File: config.mk
export PLATFORM = sky130hd
export DESIGN_NAME = inst_fetch_ctrl
export DESIGN_NICKNAME = d
export VERILOG_FILES = /design/src/rtl/inst_fetch_ctrl.sv
export SDC_FILE = /design/constraint.sdc
export NUM_CORES = 1
export LEC_CHECK = 0
export CORE_MARGIN = 2
export CORE_UTILIZATION = 53
export CTS_CLUSTER_SIZE = 40
export DETAILED_ROUTE_END_ITERATION = 6
export GPL_TIMING_DRIVEN = 1
export PLACE_DENSITY = 0.92
export REMOVE_ABC_BUFFERS = 1
export SETUP_SLACK_MARGIN = 0.15
export SLEW_MARGIN = 20
export SYNTH_ARGS = -nofsm -noshare
export SYNTH_HDL_FRONTEND = slang
export SYNTH_SLANG_ARGS = --single-unit
File: constraint.sdc
create_clock -name Clk -period 6.2 [get_ports Clk]
set_input_delay 0.62 -clock Clk [delete_from_list [all_inputs] [get_ports Clk]]
set_output_delay 0.62 -clock Clk [all_outputs]
set_load 0.01 [all_outputs]
File: src/rtl/inst_fetch_ctrl.sv
// Fetch sequencer: drives ROM address, buffers {inst,pc} in a small FIFO, presents it to decode.
// Word fetched in cycle N is valid to decode in N+1; Dec_Ready low holds the head, and a full FIFO freezes the PC.
module inst_fetch_ctrl #(
   parameter logic [31:0] RESET_PC  = 32'h0000_0000,
   parameter int          ROM_WORDS = 32,
   parameter int          BUF_DEPTH = 2
) (
   input  logic        Clk,
   input  logic        Rst,
   output logic [31:0] Imem_Addr,
   input  logic [31:0] Imem_Inst,
   output logic        Dec_Valid,
   input  logic        Dec_Ready,
   output logic [31:0] Dec_Inst,
   output logic [31:0] Dec_PC,
   input  logic        Redirect,
   input  logic [31:0] Redirect_PC,
   output logic        Fetch_Err
);

   localparam int          PW        = $clog2(BUF_DEPTH);
   localparam logic [31:0] ROM_BYTES = 32'(ROM_WORDS * 4);
   localparam logic [PW:0] FULL      = (PW + 1)'(BUF_DEPTH);

   logic [31:0]   fetch_pc;
   logic          fetch_err;
   logic [PW:0]   count;
   logic [PW-1:0] head;
   logic [PW-1:0] tail;
   logic [31:0]   inst_q [BUF_DEPTH];
   logic [31:0]   pc_q   [BUF_DEPTH];

   logic inrange;
   logic deq;
   logic enq;
   logic unused_ok;

   assign unused_ok = ^Redirect_PC[1:0];

   assign inrange   = (fetch_pc < ROM_BYTES);
   assign Dec_Valid = (count != '0) & ~Redirect;
   assign deq       = Dec_Valid & Dec_Ready;
   // a full FIFO can still take a word when the head leaves in the same cycle
   assign enq       = ~Redirect & inrange & ~fetch_err & ((count != FULL) | deq);

   assign Imem_Addr = fetch_pc;
   assign Dec_Inst  = inst_q[head];
   assign Dec_PC    = pc_q[head];
   assign Fetch_Err = fetch_err;

   always_ff @(posedge Clk) begin
      if (Rst) begin
         fetch_pc  <= RESET_PC;
         fetch_err <= 1'b0;
         count     <= '0;
         head      <= '0;
         tail      <= '0;
         for (int i = 0; i < BUF_DEPTH; i++) begin
            inst_q[i] <= '0;
            pc_q[i]   <= '0;
         end
      end else if (Redirect) begin
         fetch_pc  <= {Redirect_PC[31:2], 2'b00};
         fetch_err <= 1'b0;
         count     <= '0;
         head      <= '0;
         tail      <= '0;
      end else begin
         if (enq) begin
            inst_q[tail] <= Imem_Inst;
            pc_q[tail]   <= fetch_pc;
            tail         <= tail + 1'b1;
            fetch_pc     <= fetch_pc + 32'd4;
         end
         if (deq)
            head <= head + 1'b1;
         if (enq && !deq)
            count <= count + 1'b1;
         else if (!enq && deq)
            count <= count - 1'b1;
         // sticky until the next redirect or reset
         if (!inrange)
            fetch_err <= 1'b1;
      end
   end

endmodule
==> run_results.csv <==
group,metric,value,unit
critical_path,setup.worst_path.end_class,"flop",
synth,mappedNetlistArea,6560,sq um
place,place.gp.congestion,0.745,
clocking,worstSkewPairLatency,0.41,ns
clocking,root_buffer,"clkbuf_16",
hold_path,min_path_type,"flop to flop",
critical_path,crit_path_start_kind,"flop",
clocking,hold_buffers,0,
synth,synthFlopType,"edfxtp_1",
power,p_leak,3.43,nW
timing,max_freq,287,MHz
clocking,numClockSinks,160,
synth,yosysSeqAreaShare,67.8,%
synth,avgSynthCellArea,14.7,sq um
floorplanning,coreArea,12100,sq um
global_routing,antenna_found_initial,0,
place,hpwl,9080,microns
global_routing,first_global_vias,4441,
timing,setup_viol,0,
layout,antenna_cells,0,
critical_path,worstPathMaxFanout,34,
synth,ys_ff_latch,160,
power,powerDensity,269,nW/um^2
timing,tightest_slew,1.01,ns
job,maxCapViolCount,0,
floorplanning,initial_core_util,54.4,%
layout,area_delta_synth_final,38.0,%
synth,synth_edf_count,124,
timing,tns,0,ns
place,port_buffers,159,
floorplanning,io_pins,166,
timing,whs,0.523,ns
place,pre_cts_slack,2.38,ns
drt,num_vias,4151,
timing,fin_skew,0.00958,ns
critical_path,path_cells,"nor4_1 > nand4_1 > nor3_1 > a21o_2 > buf_4",
clocking,cts_resized,0,
global_routing,grt_pass1_wl,21500,microns
layout,drive_gt1_share,15.9,%
timing,fin_crit_sh,56.2,%
drt,ant_nets,0,
timing,rsz0062_at_grt,"no",
drt,drtIter0Drc,344,
clocking,cts_buffer_depth,2,
synth,ys_async_sr_fraction,0,%
global_routing,grt.overflow.total,0,
clocking,h-tree-depth,4,
clocking,clkTransAtPathRegs,0.06,ns
critical_path,required,6.25,ns
critical_path,worstSetupPathType,"flop to flop",
timing,slew_violations,0,
outcome,status,"completed",
floorplanning,dieArea,13300,sq um
synth,synth_cell_types,37,
layout,final_nets,726,
timing,max-slew-margin-rel,32.3,%
drt,drc,0,
clocking,cts_setup_buffers,0,
timing,fin_crit,3.49,ns
synth,yosys_warnings,0,
critical_path,crit_arrival,3.54,ns
clocking,tritoncts,"built",
clocking,numCtsBuffers,17,
critical_path,cpPeakStageDelay,0.70,ns
global_routing,grt_usage,21.1,%
synth,synth_cells,447,
floorplanning,rows,40,
drt,wl_per_cell,16.3,microns
drt,via_per_inst,4.97,
floorplanning,dieHeight,115,microns
critical_path,critPathSlowestCell,"a21o_2",
drt,wl,13600,microns
critical_path,cp_top_family,"simple AND/OR/NAND/NOR gates",
drt,dr.pass1.iters,7,
timing,fin_ws,2.71,ns
critical_path,worst-path-buf-inv,1,
power,peakVddDrop,0.127,mV
floorplanning,fp.dieW,115,microns
timing,hold_violations,0,
global_routing,grt_max_degree,63,
layout make-up:
class / count / area (sq um)
clock buffer: 17 / 425
clock inverter: 14 / 140
fill: 766 / 3010
inverter: 3 / 11.3
multi-input combinational: 309 / 2180
sequential: 160 / 4450
tap: 168 / 210
timing repair buffer: 165 / 1640
cell families (layout without fill, tap and decap cells):
group	after synthesis	after routing	share of synthesized area (%)
adder cells (fa/ha/maj)	2	2	0.381
AO/OA/AOI/OAI	21	21	2.08
buffers and inverters	31	199	2.21
XOR/XNOR	3	3	0.401
AND/OR/NAND/NOR	143	143	12.8
other	1	54	0.0572
multiplexers	86	86	14.3
flip-flops	160	160	67.8
metal layers:
layer  up-vias  track usage, %  share of wire, %
li1       1986               -                 -
met5         -               0                 0
met4         0            6.75              0.96
met3        14            6.54               6.8
met1      1994            23.7                39
met2       157            38.2                53
cells in the mapped netlist, drive strengths merged (2+ instances only):
cell type / count / area share (%)
mux2: 62 / 11
nor4: 8 / 1.4
or3: 3 / 0.29
ha: 2 / 0.38
nand4: 2 / 0.19
o21ai: 6 / 0.46
a21o: 2 / 0.23
nor2: 32 / 1.8
clkbuf: 17 / 0.97
and2: 74 / 7.1
a21oi: 3 / 0.23
nand2: 5 / 0.29
nor3: 3 / 0.23
nor3b: 2 / 0.23
mux2i: 24 / 3.7
edfxtp: 124 / 57
o211ai: 3 / 0.34
buf: 11 / 1.1
xor2: 3 / 0.40
dfxtp: 36 / 11
and4: 2 / 0.27
inv: 3 / 0.17
nand3: 8 / 0.61
a31oi: 3 / 0.29
power breakdown:
part	internal [mW]	total [mW]	switching (mW)
Combinational	0.117	0.210	0.0932
Sequential	1.21	1.23	0.0240
Clock	0.588	0.994	0.406
layout by cell type (no fill, tap or decap), types with 2 or more instances in the layout:
cell	count
inv_6	2
inv_1	3
nand4_1	2
a21o_2	2
clkinv_4	3
nor4_1	3
and2_1	74
nor4_2	3
clkinvlp_4	2
and4_1	2
edfxtp_1	124
clkinv_1	3
clkbuf_16	17
bufinv_16	2
mux2i_1	24
a31oi_1	3
or3_1	3
nand2_1	5
nand3_1	8
buf_4	6
nor3b_1	2
o211ai_1	3
nor4_4	2
nor3_1	3
dfxtp_1	35
a21oi_1	3
clkdlybuf4s50_1	159
ha_1	2
mux2_2	62
xor2_1	3
conb_1	54
nor2_1	32
o21ai_0	6
final timing paths:
path	start	endpoint	slack, ns	cells after the start
worst max-delay path	Imem_Addr[31]	pc_q[0][30]	2.71	5
worst min-delay path	head	head	0.52	2
worst max register to register	Imem_Addr[31]	pc_q[0][30]	2.71	5
worst min register to register	head	head	0.52	2
state kept, by name, summed over array words and instances, names as in the netlist, named ones only:
| signal | count |
|---|---|
| inst_q | 64 |
| pc_q | 60 |
| Fetch_Err | 1 |
| count | 2 |
| tail | 1 |
| Imem_Addr | 30 |
| head | 1 |
metrics by stage:
step           area (sq um)  util (%)  total power [mW]  instances
2_1_floorplan          6620         -              1.33        472
3_3_place_gp           8480      70.3              1.45        805
3_5_place_dp           8480      70.3              1.46        805
4_1_cts                9050      75.0              2.46        836
5_1_grt                9050      75.0              2.52        836
6_report               9050      75.0              2.44        836
tightest hold or removal path: cells and delay by family (launching register included):
family | cells | cell delay (ns)
simple gates | 1 | 0.08
flops | 1 | 0.32
xor+xnor | 1 | 0.09
No activity file was read; power rests on OpenSTA's default activity.
